$ cat config.mk
export PLATFORM = sky130hd
export DESIGN_NAME = mem_arbiter
export DESIGN_NICKNAME = d
export VERILOG_FILES = /design/src/rtl/mem_arbiter.sv
export SDC_FILE = /design/constraint.sdc
export NUM_CORES = 1
export LEC_CHECK = 0
export BUFFER_PORTS_ARGS = -buffer_cell sky130_fd_sc_hd__clkbuf_2
export CAP_MARGIN = 15
export CORE_UTILIZATION = 44
export DETAILED_ROUTE_END_ITERATION = 8
export GPL_ROUTABILITY_DRIVEN = 0
export PLACE_DENSITY = 0.86
export SETUP_SLACK_MARGIN = 0.1
export SYNTH_ARGS = -nofsm -noshare
export SYNTH_HDL_FRONTEND = slang
export SYNTH_SLANG_ARGS = --single-unit
$ cat constraint.sdc
create_clock -name clk -period 1.8 [get_ports clk]
set_clock_uncertainty 0.15 [all_clocks]
set_input_delay 0 -clock clk [delete_from_list [all_inputs] [get_ports clk]]
set_output_delay 0 -clock clk [all_outputs]
set_load 0.1 [all_outputs]
$ cat src/rtl/mem_arbiter.sv
// mem_arbiter: shares the single-port data/instruction RAM between the core
// and the external host port (loader/debug). Every access runs as
// IDLE -> ACCESS -> RESPOND. Simultaneous requests are resolved round-robin.
// While the core is halted the host has absolute priority.
// A saturating counter records the cycles in which a request had to wait.
//
// Ports:
//   clk, rst_n                  clock, asynchronous active-low reset
//   cpu_halted                  core halted; host has absolute priority
//   cpu_req/we/addr/wdata       core request (req held until cpu_ack)
//   cpu_rdata, cpu_ack          core read data (valid in the ack cycle, then held), ack pulse
//   host_*                      same set of signals for the host port
//   ram_addr/wdata/we           RAM macro controls
//   ram_rdata                   RAM read data (registered in the RAM, 1-cycle latency)
//   owner                       00 none, 01 core, 10 host (high during ACCESS)
//   stall_cnt                   saturating count of cycles with a waiting request
module mem_arbiter #(
  parameter int unsigned ADDR_W = 5,
  parameter int unsigned DATA_W = 16,
  parameter int unsigned CNT_W  = 8
) (
  input  logic              clk,
  input  logic              rst_n,
  input  logic              cpu_halted,
  input  logic              cpu_req,
  input  logic              cpu_we,
  input  logic [ADDR_W-1:0] cpu_addr,
  input  logic [DATA_W-1:0] cpu_wdata,
  output logic [DATA_W-1:0] cpu_rdata,
  output logic              cpu_ack,
  input  logic              host_req,
  input  logic              host_we,
  input  logic [ADDR_W-1:0] host_addr,
  input  logic [DATA_W-1:0] host_wdata,
  output logic [DATA_W-1:0] host_rdata,
  output logic              host_ack,
  output logic [ADDR_W-1:0] ram_addr,
  output logic [DATA_W-1:0] ram_wdata,
  output logic              ram_we,
  input  logic [DATA_W-1:0] ram_rdata,
  output logic [1:0]        owner,
  output logic [CNT_W-1:0]  stall_cnt
);

  typedef enum logic [1:0] {IDLE = 2'd0, ACCESS = 2'd1, RESPOND = 2'd2} state_t;

  localparam logic [1:0] OWN_NONE = 2'b00;
  localparam logic [1:0] OWN_CPU  = 2'b01;
  localparam logic [1:0] OWN_HOST = 2'b10;

  state_t            state;
  logic              win_host;   // winner of the access in flight
  logic              lat_we;     // latched direction of the access in flight
  logic              last_host;  // round-robin history: host was served last
  logic [DATA_W-1:0] cpu_rdata_q;
  logic [DATA_W-1:0] host_rdata_q;

  logic              cpu_elig;
  logic              host_elig;
  logic              grant;
  logic              grant_host;
  logic              sel_we;
  logic [ADDR_W-1:0] sel_addr;
  logic [DATA_W-1:0] sel_wdata;
  logic              cpu_stall;
  logic              host_stall;

  // Arbitration at the IDLE and RESPOND edges, plus stall detection.
  always_comb begin
    grant      = 1'b0;
    grant_host = 1'b0;
    // A halted core is never granted, so the host cannot be overtaken.
    cpu_elig   = cpu_req & ~cpu_halted;
    host_elig  = host_req;
    case (state)
      IDLE: begin
        grant      = cpu_elig | host_elig;
        grant_host = host_elig & (~cpu_elig | ~last_host);
      end
      RESPOND: begin
        // The requester being acked is ineligible; only the other may chain.
        grant      = win_host ? cpu_elig : host_elig;
        grant_host = ~win_host;
      end
      default: ;
    endcase
    sel_we     = grant_host ? host_we    : cpu_we;
    sel_addr   = grant_host ? host_addr  : cpu_addr;
    sel_wdata  = grant_host ? host_wdata : cpu_wdata;
    cpu_stall  = cpu_req  & ~((state != IDLE) & ~win_host) & ~(grant & ~grant_host);
    host_stall = host_req & ~((state != IDLE) &  win_host) & ~(grant &  grant_host);
  end

  // Access sequencer with registered RAM controls, acks and owner.
  always_ff @(posedge clk or negedge rst_n) begin
    if (!rst_n) begin
      state        <= IDLE;
      win_host     <= 1'b0;
      lat_we       <= 1'b0;
      last_host    <= 1'b1;
      ram_addr     <= '0;
      ram_wdata    <= '0;
      ram_we       <= 1'b0;
      owner        <= OWN_NONE;
      cpu_ack      <= 1'b0;
      host_ack     <= 1'b0;
      cpu_rdata_q  <= '0;
      host_rdata_q <= '0;
      stall_cnt    <= '0;
    end else begin
      cpu_ack  <= 1'b0;
      host_ack <= 1'b0;
      ram_we   <= 1'b0;
      owner    <= OWN_NONE;
      if ((cpu_stall | host_stall) && (stall_cnt != {CNT_W{1'b1}})) begin
        stall_cnt <= stall_cnt + CNT_W'(1);
      end
      case (state)
        ACCESS: begin
          state <= RESPOND;
          if (win_host) host_ack <= 1'b1;
          else          cpu_ack  <= 1'b1;
        end
        default: begin
          if (state == RESPOND) begin
            last_host <= win_host;
            if (!lat_we) begin
              if (win_host) host_rdata_q <= ram_rdata;
              else          cpu_rdata_q  <= ram_rdata;
            end
          end
          if (grant) begin
            state     <= ACCESS;
            win_host  <= grant_host;
            lat_we    <= sel_we;
            ram_addr  <= sel_addr;
            ram_wdata <= sel_wdata;
            ram_we    <= sel_we;
            owner     <= grant_host ? OWN_HOST : OWN_CPU;
          end else begin
            state <= IDLE;
          end
        end
      endcase
    end
  end

  // RAM data only appears in RESPOND, so it is forwarded in the ack cycle
  // while the hold register captures it for the following cycles.
  assign cpu_rdata  = (state == RESPOND && !lat_we && !win_host) ? ram_rdata : cpu_rdata_q;
  assign host_rdata = (state == RESPOND && !lat_we &&  win_host) ? ram_rdata : host_rdata_q;

endmodule

# Word level (Yosys, flattened, before mapping)
# Index checks and enable logic that the tools add are counted.
[op_classes] n_mul=0 n_bitwise=24 add_sub_neg=1 eq_ne=3 div=0 order_cmp=0 n_mux=19 n_shift=0 reduce_logical=12
[ops] operator="16-bit two-way mux" count=3
[ops] operator="1-bit inverter" count=11
[ops] operator="1-bit bitwise AND" count=10
[ops] operator="1-bit two-way mux" count=9
[ops] operator="8-bit by 1-bit adder with 8-bit output (second input constant)" count=1
[ops] operator="2-bit two-way mux" count=4
[ops] operator="8-bit != test (second input constant)" count=1
[ops] operator="4-bit AND reduction" count=2
[ops] operator="5-bit two-way mux" count=1
[ops] operator="1-bit logical AND" count=4
[ops] operator="1-bit case mux with 2 select lines" count=2
[ops] operator="2-bit AND reduction" count=2
[ops] operator="1-bit bitwise OR" count=3
[ops] operator="2-bit by 1-bit == test with 1-bit output (second input constant)" count=1
[ops] operator="2-bit == test (second input constant)" count=1
[ops] operator="1-bit zero test" count=2
[ops] operator="2-bit zero test" count=1
[ops] operator="2-bit nonzero test" count=1
[totals] ff_bits=71 memories=0 out_inout_bits=66 ram_bits=0 input_bits=65 wordCells=72 latch_bits=0 romBits=0

# Longest topological paths before layout
# Gate-level depths: netlist of run 1.
[depth] word_depth=12 ltp_mapped=9 mapped_depth_nobuf=6

# Least setup slack after synthesis of run 1
# No wires, ideal clock.
[synth_timing] kind="register to register" start="register stall_cnt[0]" end="register stall_cnt[1]" path_stages_with_launch=7 synth_period_minus_slack_ns=2.523 t_arrival_ns=2.245 path_buffers=0 required_ns=1.522 setup_time_ns=0.128 path_slack_ns=-0.723 cell_sequence="dfrtp_1 ha_1 nand2_1 nor2_1 nand4_1 and2_4 mux2_1"
[synth_between] elab_chain_len=2 elab_cells_between_ends=3 classes_between="1 x add/sub; 1 x eq/ne; 1 x reduce/logical"
[synth_lines] element="from (decl)" line="42" text="output logic [CNT_W-1:0] stall_cnt"
[synth_lines] element="from (signal assigned)" line="116" text="stall_cnt <= stall_cnt + CNT_W'(1);"
[synth_lines] element="branches (longest 2 deep; another with 8-bit by 1-bit adder with 8-bit output)"
# Several ways; the timed one is not identified.
# A chain may end at the register's enable or synchronous reset.

# Final worst setup path of run 1
[layout_timing] start="register state[0]" end="register stall_cnt[1]"
[layout_between] elab_chain_len=8 elab_cells_between_ends=20 classes_between="1 x eq/ne; 2 x mux; 14 x bitwise; 3 x reduce/logical"
[layout_lines] element="from (decl)" line="51" text="state_t state;"
[layout_lines] element="from (signal assigned)" line="97" text="state <= IDLE;"
[layout_lines] element="from (signal assigned)" line="120" text="state <= RESPOND;"
[layout_lines] element="from (signal assigned)" line="133" text="state <= ACCESS;"
[layout_lines] element="2-bit == test / 2-bit zero test (equally long branches)" line="75" text="case (state)"
[layout_lines] element="1-bit case mux with 2 select lines" line="75"
[layout_lines] element="1-bit inverter" line="90" text="cpu_stall = cpu_req & ~((state != IDLE) & ~win_host) & ~(grant & ~grant_host);"
[layout_lines] element="1-bit bitwise AND" line="90"
[layout_lines] element="1-bit inverter" line="90"
[layout_lines] element="1-bit bitwise AND" line="90"
[layout_lines] element="1-bit bitwise OR (*)" line="115" text="if ((cpu_stall | host_stall) && (stall_cnt != {CNT_W{1'b1}})) begin"
[layout_lines] element="1-bit logical AND (*)" line="115"
# Every way passes the cells marked *; elsewhere a longest branch is shown, timed or not.

==> flow_summary.ini, run 1 <==
[floorplan]
dieWidth_um = 89.4
fp.dieArea_sq_mm = 0.00800
ios = 131
dieHeight_um = 89.4
core_sq_mm = 0.00733
initial_core_util_pct = 45.9
rows = 31

[yosys]
syn_area_sq_mm = 0.00336
synth_fp_nets = 361
syn_avg_cell_area_sq_um = 11.4
synth_warnings = 0
async_flop_share_pct = 100
synth-edff-count = 0
syn_inst = 295
synth_top_area_share_pct = 52.1
ys_top_cells_by_area = dfrtp_1 52%, mux2_2 17%, a21oi_1 7.0%
yosysSeqAreaShare_pct = 52.8
synth_top_area_cell = dfrtp_1
ys_ff_latch = 71
netlist-cell-type-count = 37
synthFlopType = dfrtp_1

[sta]
rsz0062_at_grt = true
finalCritPeriodShare_pct = 116
fmaxAchievable_mhz = 477
fin_crit_ps = 2100
worst_pin_slew_ps = 613
layout_setup_ws_ps = -296
drv_slew = 0
finalSetupViolations = 86
slew_headroom_pct = 59.3
final-hold-violation-count = 1
hold_slack_ps = -13.4

[grt]
grt_pass1_vias = 3577
grt-ovfl-total = 0
antenna_found_initial = 0
grt_util_all_layers_pct = 32.5
grt_pass1_wl_mm = 18.7
grt_start_max_net_pins = 72

[cts]
clock_sinks = 71
clk_pin_slew_ps = 90
clk_latency_ps = 350
ctsLongestPathBuffers = 2
cts_tree = built
h-tree-depth = 3
clock-root-buffer = clkbuf_8
cts_made_buffers = 9

[critical_path]
worst_setup_path_start_kind = flop
required_ps = 1890
worstPathArrival_ps = 2180
ff2ff_path_depth = 7
endpoint_kind = flop
worstSetupPathType = flop to flop
crit_path_max_fanout = 4
startpoint = state[0]
rr_startpoint = state[0]

[routing]
wl_per_cell_um = 22.7
drc = 0
dr.pass1.iters = 5
viasPerCell = 5.58
drtIter0Drc = 165
num_vias = 3563
wirelength_mm = 14.5
postRouteAntennaNets = 0

[finish]
final_cell_mix = 97 x clkbuf_2, 61 x dlygate4sd3_1, 60 x dfrtp_1
fillers = 247
seq_area_sq_mm = 0.00180
multiInputGateArea_sq_mm = 0.00201
finalNetCount = 601
antennaDiodeCount = 0
mostFrequentLayoutCell = clkbuf_2
syn_to_final_growth_pct = 99.6
drive_gt1_share_pct = 62.0

[min_path]
hold_depth = 5
hp-start = host_req
hold_path.class = input pin to flop

[place]
place_ws_ps = -148
dpl.hpwl_mm = 6.06
port_buffers = 130

[flow_run]
cap_violations = 0

[outcome]
outcome = finished, violations left
violations = negative hold slack, negative setup slack
==> sequential cells by signal, indices dropped and copies added (netlist names) <==
name	cells
cpu_rdata_q	16
host_rdata_q	16
ram_wdata	16
stall_cnt	8
ram_addr	5
owner	2
state	2
cpu_ack	1
host_ack	1
last_host	1
lat_we	1
ram_we	1
win_host	1
==> cell usage after synthesis (2+ instances only) <==
master     n
a21oi_1   47
buf_2      9
and2b_1    2
nand2_1   27
nor2_1    28
nor2b_1    4
nand3b_1   2
mux2_2    52
nand4_1    2
mux2_4     2
clkbuf_1   5
dfrtp_1   70
a31oi_1    4
buf_4      3
a21o_1     2
mux2_1    14
nand3_1    2
==> repair_timing <==
item / 4_1_cts / 5_1_grt
endpoints found under the setup margin: 97 / 98
cloned: 10 / 1
setup buffers: 22 / 10
pin swaps: 12 / 7
gates resized for setup: 54 / 69
hold buffers: 61 / 0
hold endpoints to repair: 126 / 0
==> kinds of logic after synthesis <==
logic type,after synthesis,share of synthesized area (%)
simple gates,78,11.5
flops,71,52.8
mux,69,23.3
compound gates,56,8.93
buf+inv,19,2.79
xor+xnor,1,0.260
fa+ha+maj,1,0.372
==> final cells by class <==
cell class	instances	share of cell area, %
clock buffers	13	2.22
clock inverters	3	1.34
inverters	2	0.354
multi-input cells	205	29.9
flip-flops and latches	71	26.7
well taps	99	1.84
repair buffers	243	36.8
repair inverters	3	0.727
==> path summary, 6_finish.rpt <==
check                                        to  slack [ps]
worst max-delay path               stall_cnt[1]        -300
worst min-delay path               stall_cnt[3]         -10
worst max register to register     stall_cnt[1]        -300
worst min register to register  host_rdata_q[0]         370
max in group asynchronous             last_host        1090
min in group asynchronous                lat_we          80
==> metal layers <==
metal / GRT usage, % / share of wire [%]
met1: 37.3 / 37
met2: 57.5 / 50
met3: 7.39 / 7.9
met4: 15.6 / 4.7
met5: 0 / 0
==> critical path: stages, from the launching register on <==
cell     delay (ps)
dfrtp_2         400
buf_4           120
buf_4           110
nor2_1           50
or4b_4          560
nand2_4         120
and2_4          170
mux2_4          320
==> stage by stage <==
step	util (%)	instance area (sq um)	TNS [ps]	instances	hold slack (ps)
floorplan	-	3590	-258	295	-446
global placement	66.7	4890	-223	521	-94.5
detailed placement	66.7	4890	-1440	521	-87.4
CTS	86.5	6340	-11820	630	36.4
global route	91.6	6720	-18550	639	56.8
finish	91.6	6720	-14740	639	-13.4
Power of run 1 is not shown: default switching activity piles up to over one toggle a cycle in this logic, so the estimate is an artifact.
==> inputs of run 2 (changes only) <==
==> constraint.sdc (replaced) <==
create_clock -name clk -period 1.8 [get_ports clk]
set_clock_uncertainty 0.15 [all_clocks]
set_input_delay 0.09 -clock clk [delete_from_list [all_inputs] [get_ports clk]]
set_output_delay 0.09 -clock clk [all_outputs]
set_load 0.1 [all_outputs]
==> run 2 against run 1 <==
  * The flow finishes with violations (negative setup slack)
  * First-iteration DRC count rose by 3.6%
  * Sequential share of layout area down 0.39 points
  * Critical endpoint is now cpu_rdata[1]
  * Die area did not move
  * Clock-buffer cell count decreased by 3
  * Hold slack better by 75 ps
  * Fmax is 5.5% lower
  * Largest cell class unchanged
==> flow_summary.ini, run 2 (synthesis gave the netlist of run 1 again) <==
[outcome]
outcome = finished, violations left
violations = negative setup slack

[flow_run]
cap_violations = 0

[sta]
slew_headroom_pct = 61.1
drv_slew = 0
finalCritPeriodShare_pct = 123
fin_crit_ps = 2220
rsz0062_at_grt = true
fmaxAchievable_mhz = 451
hold_slack_ps = 61.5
worst_pin_slew_ps = 586
finalSetupViolations = 85
layout_setup_ws_ps = -418
final-hold-violation-count = 0

[min_path]
hold_path.class = input pin to asynchronous set/reset pin

[grt]
grt_pass1_vias = 3708
grt_pass1_wl_mm = 18.7
grt-ovfl-total = 0
antenna_found_initial = 0
grt_start_max_net_pins = 32
grt_util_all_layers_pct = 32.4

[critical_path]
worstPathArrival_ps = 1980
worst_setup_path_start_kind = flop
endpoint_kind = output pin
startpoint = state[0]
worstSetupPathType = flop to output pin
crit_path_max_fanout = 8
required_ps = 1560
rr_startpoint = state[0]

[finish]
reg_top3 = cpu_rdata_q (16), host_rdata_q (16), ram_wdata (16)
mostFrequentLayoutCell = clkbuf_2
final_cell_mix = 97 x clkbuf_2, 65 x mux2_4, 61 x dlygate4sd3_1
finalNetCount = 596
final_area_sq_mm = 0.00682
drive_gt1_share_pct = 67.1
syn_to_final_growth_pct = 103

[routing]
num_vias = 3593
postRouteAntennaNets = 0
drtIter0Drc = 171
wirelength_mm = 15.1
dr.pass1.iters = 4
drc = 0
wl_per_cell_um = 23.7
viasPerCell = 5.66

[floorplan]
ios = 131
dieWidth_um = 89.4
core_sq_mm = 0.00733
initial_core_util_pct = 45.9
fp.dieArea_sq_mm = 0.00800
rows = 31
dieHeight_um = 89.4

[place]
dpl.hpwl_mm = 6.13
dpl_cell_area_sq_mm = 0.00490
port_buffers = 130

[cts]
clock_sinks = 71
clock-root-buffer = clkbuf_8
h-tree-depth = 3
clk_pin_slew_ps = 80
clk_latency_ps = 350
ctsLongestPathBuffers = 2
cts_made_buffers = 9
cts_tree = built
## run 2: changes by cell type in the layout (fill, tap and decap cells not counted), sizes merged
cell	before	now
buf	84	76
clkinv	2	6
diode	0	1
inv	3	2
## run 2: layout make-up
type | count | area [sq um]
multi-input combinational | 205 | 2170
clock buffer | 10 | 128
inverter | 2 | 33.8
clock inverter | 6 | 109
antenna | 1 | 2.50
sequential | 71 | 1800
timing repair inverter | 3 | 52.6
tap | 99 | 124
timing repair buffer | 238 | 2400
fill | 206 | 515
## run 2: layer usage
layer	routed length, um	GRT usage [%]	vias to the layer above
met4	550	19.3	0
met2	7980	56.2	204
met5	0	0	-
li1	-	-	1510
met3	907	8.22	45
met1	5640	35.9	1834
## run 2: path summary, 6_finish.rpt
check,endpoint,slack (ps),cells after the start
setup / recovery,cpu_rdata[1],-420,6
hold reg to reg,host_rdata_q[0],370,1
max in group asynchronous,cpu_rdata_q[2],830,3
setup reg to reg,stall_cnt[1],-400,7
hold / removal,cpu_rdata_q[5],60,2
min in group clk,stall_cnt[3],150,4
## run 2: critical path, cell delays in order, from the launching register on
cell and delay, ps:
dfrtp_2 430, nor2b_4 140, nor3b_4 270, buf_6 150, buf_16 130, mux2_4 330
buf_12 170
## run 2: through the flow
step / instances / utilization, % / setup slack [ps] / setup TNS (ps)
final: 635 / 93.0 / -418 / -19730
after global routing: 634 / 92.9 / -475 / -22640
after CTS: 619 / 83.4 / -355 / -12510
after detailed placement: 523 / 66.8 / -131 / -3880
after global placement: 523 / 66.8 / -88.6 / -1750
after floorplan: 295 / - / -105 / -501
## run 2: what timing repair did
action | CTS | global route
setup buffers | 15 | 9
cloned | 5 | 8
setup endpoints to repair | 94 | 95
gates resized for setup | 40 | 128
endpoints found under the hold margin | 124 | 0
hold buffers | 61 | 0
pin swaps | 1 | 11
Power of run 2 is left out for the same reason.
